--- src/rtl/r4_pkg.sv ---
// Shared definitions for the radix-4 frame sequencer: sample width, the
// per-output butterfly control codes, frame record and read FSM states.
package r4_pkg;

  localparam int unsigned R4_W = 4;

  // {c1,c2,c3} for output index k
  localparam logic [2:0] R4_CODE_K0 = 3'b011;
  localparam logic [2:0] R4_CODE_K1 = 3'b101;
  localparam logic [2:0] R4_CODE_K2 = 3'b000;
  localparam logic [2:0] R4_CODE_K3 = 3'b110;

  typedef struct packed {
    logic [R4_W-1:0] re;
    logic [R4_W-1:0] im;
  } r4_sample_t;

  typedef r4_sample_t [3:0] r4_frame_t;

  typedef enum logic {
    RD_IDLE = 1'b0,
    RD_RUN  = 1'b1
  } rd_state_t;

  function automatic logic [2:0] r4_code(input logic [1:0] k);
    logic [2:0] code;
    case (k)
      2'd0:    code = R4_CODE_K0;
      2'd1:    code = R4_CODE_K1;
      2'd2:    code = R4_CODE_K2;
      default: code = R4_CODE_K3;
    endcase
    return code;
  endfunction

endpackage

--- src/rtl/r4_frame_sequencer_bank.sv ---
// Ping-pong pair of 4-sample banks: serial write side with full flags, and a
// read-bank view that the sequencer frees with a one-cycle clear strobe.
module r4_pingpong_bank
  import r4_pkg::*;
#(
  parameter int unsigned W = R4_W
) (
  input  logic           CLOCK,
  input  logic           RESET,
  input  logic           i_valid,
  input  logic [W-1:0]   i_re,
  input  logic [W-1:0]   i_im,
  input  logic           i_clear,
  output logic           o_ready,
  output logic           o_rd_full,
  output logic [4*W-1:0] o_rd_re,
  output logic [4*W-1:0] o_rd_im
);

  logic [W-1:0] r_re [2][4];
  logic [W-1:0] r_im [2][4];
  logic [1:0]   r_full;
  logic         r_wr_bank;
  logic         r_rd_bank;
  logic [1:0]   r_wr_cnt;
  logic         w_wr_en;

  assign o_ready   = ~r_full[r_wr_bank];
  assign o_rd_full = r_full[r_rd_bank];
  assign w_wr_en   = i_valid & o_ready;

  // A bank being written is never full, so set and clear never collide.
  always_ff @(posedge CLOCK) begin
    if (!RESET) begin
      r_full    <= '0;
      r_wr_bank <= 1'b0;
      r_rd_bank <= 1'b0;
      r_wr_cnt  <= '0;
    end else begin
      if (w_wr_en) begin
        r_wr_cnt <= r_wr_cnt + 2'd1;
        if (r_wr_cnt == 2'd3) begin
          r_full[r_wr_bank] <= 1'b1;
          r_wr_bank         <= ~r_wr_bank;
        end
      end
      if (i_clear) begin
        r_full[r_rd_bank] <= 1'b0;
        r_rd_bank         <= ~r_rd_bank;
      end
    end
  end

  always_ff @(posedge CLOCK) begin
    if (w_wr_en) begin
      r_re[r_wr_bank][r_wr_cnt] <= i_re;
      r_im[r_wr_bank][r_wr_cnt] <= i_im;
    end
  end

  always_comb begin
    o_rd_re = '0;
    o_rd_im = '0;
    for (int unsigned i = 0; i < 4; i++) begin
      o_rd_re[i*W +: W] = r_re[r_rd_bank][i];
      o_rd_im[i*W +: W] = r_im[r_rd_bank][i];
    end
  end

endmodule

--- src/rtl/r4_frame_sequencer.sv ---
// Radix-4 butterfly feeder: launches 4-sample frames from the ping-pong bank
// and sequences control codes and the valid/index strobe per output index.
module r4_frame_sequencer
  import r4_pkg::*;
#(
  parameter int unsigned W = R4_W
) (
  input  logic         CLOCK,
  input  logic         RESET,
  input  logic         in_valid,
  output logic         in_ready,
  input  logic [W-1:0] in_re,
  input  logic [W-1:0] in_im,
  output logic [W-1:0] xr0,
  output logic [W-1:0] xi0,
  output logic [W-1:0] xr1,
  output logic [W-1:0] xi1,
  output logic [W-1:0] xr2,
  output logic [W-1:0] xi2,
  output logic [W-1:0] xr3,
  output logic [W-1:0] xi3,
  output logic         c1,
  output logic         c2,
  output logic         c3,
  output logic         bf_valid,
  output logic [1:0]   bf_index,
  output logic         frame_start
);

  rd_state_t    r_state;
  logic [1:0]   r_rd_cnt;
  logic [W-1:0] r_xr [4];
  logic [W-1:0] r_xi [4];
  logic [2:0]   r_code;
  logic         r_code_vld;
  logic [1:0]   r_code_idx;
  logic         r_bf_valid;
  logic [1:0]   r_bf_index;
  logic         r_frame_start;

  logic           w_rd_full;
  logic           w_launch;
  logic [4*W-1:0] w_rd_re;
  logic [4*W-1:0] w_rd_im;

  r4_pingpong_bank #(.W(W)) u_bank (
    .CLOCK     (CLOCK),
    .RESET     (RESET),
    .i_valid   (in_valid),
    .i_re      (in_re),
    .i_im      (in_im),
    .i_clear   (w_launch),
    .o_ready   (in_ready),
    .o_rd_full (w_rd_full),
    .o_rd_re   (w_rd_re),
    .o_rd_im   (w_rd_im)
  );

  assign w_launch = w_rd_full & ((r_state == RD_IDLE) | (r_rd_cnt == 2'd3));

  always_ff @(posedge CLOCK) begin
    if (!RESET) begin
      r_state  <= RD_IDLE;
      r_rd_cnt <= '0;
      for (int unsigned i = 0; i < 4; i++) begin
        r_xr[i] <= '0;
        r_xi[i] <= '0;
      end
    end else if (w_launch) begin
      r_state  <= RD_RUN;
      r_rd_cnt <= '0;
      for (int unsigned i = 0; i < 4; i++) begin
        r_xr[i] <= w_rd_re[i*W +: W];
        r_xi[i] <= w_rd_im[i*W +: W];
      end
    end else if (r_state == RD_RUN) begin
      r_rd_cnt <= r_rd_cnt + 2'd1;
      if (r_rd_cnt == 2'd3) r_state <= RD_IDLE;
    end
  end

  // Code stage trails the read counter by one edge (butterfly input register),
  // valid/index trails the code by one more (butterfly output register).
  always_ff @(posedge CLOCK) begin
    if (!RESET) begin
      r_code        <= '0;
      r_code_vld    <= 1'b0;
      r_code_idx    <= '0;
      r_bf_valid    <= 1'b0;
      r_bf_index    <= '0;
      r_frame_start <= 1'b0;
    end else begin
      r_frame_start <= w_launch;
      r_code_vld    <= (r_state == RD_RUN);
      r_code_idx    <= r_rd_cnt;
      r_code        <= (r_state == RD_RUN) ? r4_code(r_rd_cnt) : 3'b000;
      r_bf_valid    <= r_code_vld;
      r_bf_index    <= r_code_vld ? r_code_idx : 2'd0;
    end
  end

  assign xr0 = r_xr[0];
  assign xi0 = r_xi[0];
  assign xr1 = r_xr[1];
  assign xi1 = r_xi[1];
  assign xr2 = r_xr[2];
  assign xi2 = r_xi[2];
  assign xr3 = r_xr[3];
  assign xi3 = r_xi[3];

  assign c1          = r_code[2];
  assign c2          = r_code[1];
  assign c3          = r_code[0];
  assign bf_valid    = r_bf_valid;
  assign bf_index    = r_bf_index;
  assign frame_start = r_frame_start;

endmodule

--- config.mk ---
export PLATFORM = sky130hd
export DESIGN_NAME = r4_frame_sequencer
export DESIGN_NICKNAME = d
export VERILOG_FILES = /design/src/rtl/r4_pkg.sv /design/src/rtl/r4_frame_sequencer_bank.sv /design/src/rtl/r4_frame_sequencer.sv
export SDC_FILE = /design/constraint.sdc
export NUM_CORES = 1
export LEC_CHECK = 0
export ABC_AREA = 1
export CELL_PAD_IN_SITES_DETAIL_PLACEMENT = 1
export CELL_PAD_IN_SITES_GLOBAL_PLACEMENT = 1
export CORE_ASPECT_RATIO = 1.5
export CORE_MARGIN = 2
export CORE_UTILIZATION = 41
export DETAILED_ROUTE_END_ITERATION = 12
export PLACE_DENSITY = 0.74
export SYNTH_ARGS = -nofsm -noshare
export SYNTH_HDL_FRONTEND = slang
export SYNTH_SLANG_ARGS = --single-unit
--- constraint.sdc ---
create_clock -name CLOCK -period 1.95 [get_ports CLOCK]
set_input_delay 0.2925 -clock CLOCK [delete_from_list [all_inputs] [get_ports CLOCK]]
set_output_delay 0.2925 -clock CLOCK [all_outputs]
set_load 0.02 [all_outputs]
Word-level counts from Yosys, hierarchy flattened

Memories as Yosys holds them, arrays and structs flattened. A register that Yosys moved wholly into a read port is not among the register bits.
Cells that the tools add are included.

Bits in registers: 19
Bits in latches: 0
RAM bits: 96
ROM bits: 0
Bits of input ports: 11
Output and inout bits: 40
Word-level logic and storage cells: 92
Memories: 4

Add/sub/neg operators: 2
$mul: 0
Divide/modulo/power cells: 0
Order comparisons: 6
Equal/unequal tests: 4
Shift operators: 0
Multiplexer cells: 36
Bitwise gates (word level): 20
Reductions and logical operators: 8

Memories:

| name        | depth | bits a word | rd ports | clocked after Yosys merged registers in | write ports | line                          | text |
|---|---|---|---|---|---|---|---|
| u_bank.r_im | 2     | 16          | 1        | 1                                       | 1           | r4_frame_sequencer_bank.sv:21 | `logic [W-1:0] r_im [2][4];` |
| u_bank.r_re | 2     | 16          | 1        | 1                                       | 1           | r4_frame_sequencer_bank.sv:20 | `logic [W-1:0] r_re [2][4];` |
| r_xi        | 4     | 4           | 4        | 0                                       | 4           | r4_frame_sequencer.sv:33      | `logic [W-1:0] r_xi [4];` |
| r_xr        | 4     | 4           | 4        | 0                                       | 4           | r4_frame_sequencer.sv:32      | `logic [W-1:0] r_xr [4];` |

Operators with widths:

| cell                                                        | number |
|---|---|
| 2-to-1 mux 4 bit                                            | 9 |
| 2-to-1 mux 1 bit                                            | 18 |
| 2-to-1 mux 16 bit                                           | 1 |
| bitwise OR 1 bit                                            | 9 |
| one-hot mux 3 bit (3 select lines)                          | 1 |
| demux 4 bit (select 2 bit)                                  | 1 |
| 2-to-1 mux 2 bit                                            | 4 |
| == test 2 bit (second input constant)                       | 3 |
| AND reduction 2 bit                                         | 3 |
| inverter 1 bit                                              | 5 |
| adder 2 x 1 -> 2 bit (second input constant)                | 2 |
| less-than comparator 1 x 2 -> 1 bit (second input constant) | 2 |
| greater-or-equal comparator 3 bit (second input constant)   | 1 |
| logical AND 1 bit                                           | 3 |
| less-than comparator 3 x 1 -> 1 bit (second input constant) | 1 |
| inverter 2 -> 3 bit                                         | 1 |
| bitwise AND 1 bit                                           | 2 |
| bitwise AND 2 bit                                           | 1 |
| demux 1 bit (select 1 bit)                                  | 2 |
| == test 2 x 1 -> 1 bit (second input constant)              | 1 |
| greater-or-equal comparator 1 bit (second input constant)   | 2 |
| zero test 2 bit                                             | 1 |
| inverter 2 bit                                              | 1 |
| bitwise OR 2 bit                                            | 1 |
| OR reduction 2 bit                                          | 1 |

Longest topological paths before layout

Gate-level depths: netlist of the first run.

Word-level depth: 10
Mapped depth: 7
Depth with buffers taken out: 6

Cells and area by module

Synthesis of the first run repeated with hierarchy kept, for this count alone.

Cells, all modules: 308
Area, all modules: 4455.5 µm²

By module, submodules not included:

| module             | instances | cells each | area each (µm²) | sequential area each (µm²) |
|---|---|---|---|---|
| r4_pingpong_bank   | 1         | 158        | 2763.9          | 2062.0 |
| r4_frame_sequencer | 1         | 150        | 1691.6          | 1221.2 |

Least setup slack after synthesis of the first run

No wires, ideal clock.

Path kind: register -> register
From: register r_rd_cnt[0]
To: memory r_xi[0][0] (netlist name), enable pin
Setup time: 391 ps
Arrival: 1568 ps
Data required time: 1559 ps
Slack: -9 ps
Stages on the path, launching flop included: 6
Path buffers: 0
Period minus slack after synthesis: 1959 ps
Cell sequence: dfxtp_1 ha_1 nor2_4 inv_1 nand2_1 nand2_1

RTL lines:

| item                     | line                     | text |
|---|---|---|
| start: declaration       | r4_frame_sequencer.sv:31 | `logic [1:0] r_rd_cnt;` |
| start signal: assignment | r4_frame_sequencer.sv:77 | `r_rd_cnt <= r_rd_cnt + 2'd1;` |
| end: declaration         | r4_frame_sequencer.sv:33 |  |

Final worst setup path of the first run

From: register u_bank.r_wr_bank
To: output in_ready

Longest elaborated chain between the ends: 3

RTL lines:

| item                                                | line                          | text |
|---|---|---|
| start: declaration                                  | r4_frame_sequencer_bank.sv:23 | `logic r_wr_bank;` |
| start signal: assignment                            | r4_frame_sequencer_bank.sv:44 | `r_wr_bank <= ~r_wr_bank;` |
| 2-to-1 mux 1 bit (not written as such) (2 in a row) | r4_frame_sequencer_bank.sv:28 | `assign o_ready = ~r_full[r_wr_bank];` |
| inverter 1 bit                                      | r4_frame_sequencer_bank.sv:28 |  |
| end: declaration                                    | r4_frame_sequencer.sv:11      | `output logic in_ready,` |

Every way passes these cells. The select of a mux whose other input is x is not followed.

==> summary.txt, run 1 <==
endpoint of the worst hold path: bf_index[0]
routability congestion estimate from global placement: 0.7839
leakage dissipation: 2.007 nW
final critical-path share of the clock period: 0.8985
maximum number of pins on one net before global-route repair: 35
DP Cell Count: 507
DIE AREA: 0.01143 mm²
Antenna Diode Count: 0
Worst R2R Start: r_rd_cnt[0]
level count of the clock H-tree: 4
port bufs: 50
relative max-transition margin: 0.7117
class of the tightest hold or removal check: flip-flop to flip-flop
most common cell after layout, fill and taps aside: sky130_fd_sc_hd__edfxtp_1
startpoint type of the worst setup path: flip-flop
number of unique standard cell types used by synthesis: 22
Pwr per Cell Area: 1032 mW/mm²
final setup vio count: 0
first-pass GRT wire length: 14.92 mm
Fin. Hold Viols: 0
Post-CTS Setup Repair Bufs: 0
DIE HEIGHT: 129.9 µm
total congestion overflow after global routing: 0
Yosys Warn Count: 0
clock slew at reported path FFs: 0.05 ns
kind of critical path: flip-flop to primary output
TritonCTS clock tree: built
site row count: 46
total track usage: 0.1863
hold path depth: 2
average vias per placed instance: 4.785
cell type contributing the most total cell area after synthesis: sky130_fd_sc_hd__edfxtp_1
standard cell with the maximum stage delay on the critical path: sky130_fd_sc_hd__dfxtp_2
initial antenna violation count: 0
Vias: 2579
reg2reg end: r_xr[0][3]
Gate Count Post-Synth: 313
post-synthesis register bit count: 116
HP Start: r_code_idx[0]
Worst Path Arrival: 1.46 ns
first-iteration detailed-routing DRC count: 142
worst-skew pair later-pin latency: 0.41 ns
Setup Skew: 0.006904 ns
detail-routed net length per standard cell: 17.73 µm
combined buffer and inverter count along the critical path: 2
Min Clock Period, post-route: 1.752 ns
final non-filler cell total: 539
data required time at the worst endpoint: 1.66 ns
effective utilization at floorplan: 0.4162
gate family responsible for the most delay along the worst path: flip-flops
CTS sink count: 116
sequential fraction of the synthesis area: 0.7573
Total Routed Length: 9.554 mm
PnR Total Power: 5.759 mW
transition time of the tightest slew-check pin: 0.4311 ns
most area-consuming cells after synthesis: sky130_fd_sc_hd__edfxtp_1 66%, sky130_fd_sc_hd__dfxtp_1 9.2%, sky130_fd_sc_hd__nand2_1 7.1%
highest attainable clock frequency: 570.7 MHz
CTS Buf Count: 17
cells resized by post-CTS repair: 2
endpoint class of the critical path: primary output
horizontal die dimension: 87.96 µm
maximum net fanout on the critical path: 9
CTS hold repair buffers: 0
Root Buffer: sky130_fd_sc_hd__clkbuf_16
net count of the finished layout: 400
status: completed
Peak supply drop: 0.6402 mV
area of all sequential standard cells: 0.003284 mm²
total core area: 0.01042 mm²
via count of the first global-routing pass: 2817
maximum single-stage delay on the critical path: 0.44 ns
length of the first detailed-routing pass in iterations: 6
number of filler instances in the final layout: 1032
top-area cell type share of the netlist area: 0.6649
unrepaired setup endpoints after global routing: false
Register-to-Register Path Depth: 6
worst hold slack: 0.4112 ns
boundary pin count: 51
detailed placement HPWL: 6.272 mm
max cap viols: 0
most frequent cells in the layout: 96 x sky130_fd_sc_hd__edfxtp_1, 81 x sky130_fd_sc_hd__nand2_1, 49 x sky130_fd_sc_hd__clkdlybuf4s50_1
area occupied by multi-input gates: 883.3 µm²
Total Neg Setup Slack: 0 ns
cells along the critical path: inv_2 > nand2_1 > nand2_2 > dlygate4sd2_1
number of nets with antenna violations after detailed routing: 0
share of post-route cells with drive strength above 1: 0.1873
reg-to-reg slack, setup: 0.37 ns
number of buffers between clock root and the deepest sink: 2
per-instance average area after synthesis: 13.85 µm²
area of the mapped netlist: 0.004335 mm²
synthesis-to-finish area growth: 28.74%
Final Slew Violations: 0
Post-Syn Nets: 331
DRC violations left: 0
==> stage by stage <==
step / setup WS [ns] / instance area, µm² / util
floorplan: 0.1018 / 4338 / -
global placement: 0.2270 / 5056 / 0.4853
detailed placement: 0.1557 / 5056 / 0.4853
CTS: 0.1937 / 5582 / 0.5358
global route: 0.1160 / 5582 / 0.5358
finish: 0.1978 / 5582 / 0.5358
==> per-layer routing <==
metal	vias up	wire length, µm	global-route usage
li1	1218	-	-
met1	1280	3512	0.1830
met2	65	5417	0.3387
met3	16	349	0.06641
met4	0	274	0.09231
met5	-	0	0
==> cell type report <==
type                    count  area share
flip-flops and latches    116      0.5884
repair buffers             62      0.1101
well taps                 144     0.03228
clock inverters            13     0.01659
inverters                  25     0.01681
multi-input cells         160      0.1583
clock buffers              19     0.07756
==> where the power goes <==
part | leakage (nW) | internal, mW | switching (mW)
clock | 0.254 | 1.71 | 1.02
sequential | 1.07 | 2.75 | 0.0245
combinational | 0.679 | 0.0960 | 0.157
==> worst min-delay path, delay by kind of cell, from the launching register on <==
kind / cells / cell delay [ns]
flops: 1 / 0.29
buf+inv: 1 / 0.04
simple gates: 1 / 0.04
==> cells in the mapped netlist <==
library cell / number
sky130_fd_sc_hd__nor3_1: 6
sky130_fd_sc_hd__nand3_4: 1
sky130_fd_sc_hd__a21oi_2: 29
sky130_fd_sc_hd__buf_2: 5
sky130_fd_sc_hd__ha_1: 7
sky130_fd_sc_hd__nor2_1: 13
sky130_fd_sc_hd__nand2_2: 2
sky130_fd_sc_hd__buf_6: 3
sky130_fd_sc_hd__nand4_1: 2
sky130_fd_sc_hd__inv_1: 24
sky130_fd_sc_hd__o21ai_0: 3
sky130_fd_sc_hd__dfxtp_1: 20
sky130_fd_sc_hd__nand2_1: 82
sky130_fd_sc_hd__o21ai_4: 1
sky130_fd_sc_hd__nand3_1: 2
sky130_fd_sc_hd__a31oi_1: 2
sky130_fd_sc_hd__inv_2: 1
sky130_fd_sc_hd__nor2_4: 1
sky130_fd_sc_hd__a21oi_1: 9
sky130_fd_sc_hd__edfxtp_1: 96
sky130_fd_sc_hd__buf_4: 1
sky130_fd_sc_hd__clkbuf_1: 3
==> flip-flops by register name (all words and copies together), names as in the netlist, 2 cells and up, named ones only <==
signal,flops
r_xi,16
bf_index,2
u_bank.r_im,32
u_bank.r_re,32
r_code,3
r_xr,16
u_bank.r_full,2
u_bank.r_wr_cnt,2
r_rd_cnt,2
r_code_idx,2
==> worst max-delay path by stage <==
stage	start	end	depth (start not counted)
2_1_floorplan	u_bank.r_wr_bank	u_bank.r_im[0][10]	6
3_3_place_gp	in_valid	u_bank.r_im[0][15]	4
3_5_place_dp	in_valid	u_bank.r_im[0][10]	4
4_1_cts	u_bank.r_wr_bank	in_ready	4
5_1_grt	u_bank.r_wr_bank	in_ready	4
6_report	u_bank.r_wr_bank	in_ready	4
==> cell families after synthesis <==
logic type | count (synthesis) | synth area share
flip-flops | 116 | 0.7573
adder cells (fa/ha/maj) | 7 | 0.02020
buffers and inverters | 37 | 0.03954
AO/OA/AOI/OAI | 44 | 0.07907
AND/OR/NAND/NOR | 109 | 0.1039
(Power assumes the default switching activity.)
==> inputs of run 2 (changes only) <==
- GPL_TIMING_DRIVEN: not set -> 0
==> run 2 against run 1 <==
  * The run now ends with negative setup slack left
  * Largest power group is now the clock network
  * Non-clock buffer count grew 8
  * Die area is the same
  * Register-to-register slack lost 0.37 ns
  * Sequential cell count is the same
  * Global-route usage shrank 0.82 points
==> summary.txt, run 2 (synthesis results as in run 1) <==
via count of the first global-routing pass: 2746 (was 2817)
PnR Total Power: 6.142 mW (was 5.759 mW)
DRC violations left: 0 (unchanged)
total congestion overflow after global routing: 0 (unchanged)
Final Core Density: 0.5592 (was 0.5358)
synthesis-to-finish area growth: 34.37% (was 28.74%)
share of post-route cells with drive strength above 1: 0.2233 (was 0.1873)
leakage dissipation: 2.107 nW (was 2.007 nW)
amount of wire on met3 after detailed routing: 356 µm (was 349 µm)
Total Routed Length: 9.552 mm (was 9.554 mm)
final setup vio count: 1 (was 0)
final non-filler cell total: 547 (was 539)
length of the first detailed-routing pass in iterations: 4 (was 6)
total core area: 0.01042 mm² (unchanged)
worst-skew pair later-pin latency: 0.41 ns (about the same)
beginning of the critical path: u_bank.r_wr_bank (unchanged)
port bufs: 50 (unchanged)
worst hold slack: 0.4181 ns (was 0.4112 ns)
detail-routed net length per standard cell: 17.46 µm (was 17.73 µm)
maximum number of pins on one net before global-route repair: 35 (unchanged)
most frequent cells in the layout: 96 x sky130_fd_sc_hd__edfxtp_1, 81 x sky130_fd_sc_hd__nand2_1, 49 x sky130_fd_sc_hd__clkdlybuf4s50_1 (unchanged)
number of nets with antenna violations after detailed routing: 0 (unchanged)
final critical-path share of the clock period: 1.001 (was 0.8985)
DIE HEIGHT: 129.9 µm (unchanged)
Pwr per Cell Area: 1054 mW/mm² (was 1032 mW/mm²)
level count of the clock H-tree: 4 (unchanged)
startpoint type of the worst setup path: flip-flop (unchanged)
Final Slew Violations: 0 (unchanged)
reg-to-reg slack, setup: -0.001 ns (was 0.37 ns)
Setup Skew: 0.007349 ns (was 0.006904 ns)
CTS hold repair buffers: 0 (unchanged)
detailed placement HPWL: 6.136 mm (was 6.272 mm)
M1 wire length: 3.546 mm (was 3.512 mm)
class of the tightest hold or removal check: flip-flop to flip-flop (unchanged)
Root Buffer: sky130_fd_sc_hd__clkbuf_16 (unchanged)
site row count: 46 (unchanged)
endpoint of the worst setup timing path: u_bank.r_im[0][13] (was in_ready)
HP Start: r_code_idx[1] (was r_code_idx[0])
Antenna Diode Count: 0 (unchanged)
Register-to-Register Path Depth: 7 (was 6)
relative max-transition margin: 0.4477 (was 0.7117)
met2 routed wirelength: 5.545 mm (was 5.417 mm)
routability congestion estimate from global placement: 0.7667 (was 0.7839)
post-route worst setup slack: -0.001410 ns (was 0.1978 ns)
horizontal die dimension: 87.96 µm (unchanged)
clock slew at reported path FFs: 0.05 ns (about the same)
max cap viols: 0 (unchanged)
initial antenna violation count: 0 (unchanged)
number of filler instances in the final layout: 1012 (was 1032)
first-pass GRT wire length: 14.55 mm (was 14.92 mm)
Min Clock Period, post-route: 1.951 ns (was 1.752 ns)
CTS Buf Count: 17 (unchanged)
kind of critical path: flip-flop to flip-flop (was flip-flop to primary output)
Worst R2R Start: u_bank.r_wr_bank (was r_rd_cnt[0])
CTS sink count: 116 (unchanged)
maximum single-stage delay on the critical path: 0.32 ns (was 0.44 ns)
Peak supply drop: 0.6106 mV (was 0.6402 mV)
effective utilization at floorplan: 0.4162 (unchanged)
Vias: 2609 (was 2579)
transition time of the tightest slew-check pin: 0.8255 ns (was 0.4311 ns)
Largest regs: u_bank.r_im x32, u_bank.r_re x32 (unchanged)
DP Cell Count: 508 (was 507)
standard cell with the maximum stage delay on the critical path: sky130_fd_sc_hd__nor3_4 (was sky130_fd_sc_hd__dfxtp_2)
unrepaired setup endpoints after global routing: true (was false)
endpoint class of the critical path: flip-flop (was primary output)
Fin. Hold Viols: 0 (unchanged)
maximum net fanout on the critical path: 9 (unchanged)
boundary pin count: 51 (unchanged)
status: complete, but fails checks (was completed)
TritonCTS clock tree: built (unchanged)
number of buffers between clock root and the deepest sink: 2 (unchanged)
highest attainable clock frequency: 512.5 MHz (was 570.7 MHz)
failing checks: negative setup slack
area occupied by multi-input gates: 955.9 µm² (was 883.3 µm²)
most common cell after layout, fill and taps aside: sky130_fd_sc_hd__edfxtp_1 (unchanged)
area of all sequential standard cells: 0.003283 mm² (was 0.003284 mm²)
first-iteration detailed-routing DRC count: 144 (was 142)
total track usage: 0.1781 (was 0.1863)
Worst Path Arrival: 2.07 ns (was 1.46 ns)
DIE AREA: 0.01143 mm² (unchanged)
average vias per placed instance: 4.770 (was 4.785)
Post-Place Worst Slack: -0.8058 ns (was 0.1557 ns)
reg2reg end: u_bank.r_im[0][13] (was r_xr[0][3])
data required time at the worst endpoint: 2.06 ns (was 1.66 ns)
cells along the critical path: buf_4 > inv_2 > nand2_1 > nand2_2 > nand2_2 > nor3_4 > buf_4 (was inv_2 > nand2_1 > nand2_2 > dlygate4sd2_1)
highest routed metal layer: met4 (unchanged)
net count of the finished layout: 408 (was 400)
## run 2: worst min path at each step
stage	slack (ns)	to	depth (start not counted)
6_report	0.42	bf_index[1]	2
5_1_grt	0.43	bf_index[0]	2
4_1_cts	0.42	bf_index[0]	2
3_5_place_dp	0.41	bf_index[0]	2
3_3_place_gp	0.41	bf_index[1]	2
2_1_floorplan	0.39	u_bank.r_im[0][0]	0
## run 2: what timing repair did
action | CTS | global route
buffers inserted | 0 | 7
pin swaps | 0 | 4
resized for setup | 5 | 7
endpoints found under the setup margin | 79 | 45
cloned | 0 | 0
## run 2: metrics by stage
stage               cell area (µm²)   TNS (ns)
floorplan                      4338          0
global placement               5019     -33.91
detailed placement             5041     -26.41
CTS                            5672     -3.833
global route                   5826     -1.438
finish                         5826  -0.001410
## run 2: area by class of cell
cell class	instances	share of cell area
Buffer	12	0.01332
Clock buffer	24	0.09558
Clock inverter	8	0.009450
Inverter	25	0.01611
Multi-Input combinational cell	160	0.1641
Sequential cell	116	0.5636
Tap cell	144	0.03093
Timing Repair Buffer	58	0.1070
## run 2: power breakdown
group / switching, mW / internal [mW]
registers: 0.0192 / 2.74
logic: 0.173 / 0.106
clock network: 1.10 / 2.00
total: 1.29 / 4.85
## run 2: per-layer routing
metal	global-route usage	vias to the layer above
met4	0.07059	0
met2	0.3253	56
li1	-	1234
met1	0.1878	1310
met5	0	-
met3	0.05440	9
## run 2: worst max-delay path, delay by kind of cell (launching register included)
kind / cells / cell delay, ns
and+or+nand+nor: 4 / 0.77
buffers and inverters: 3 / 0.58
DFF: 1 / 0.29
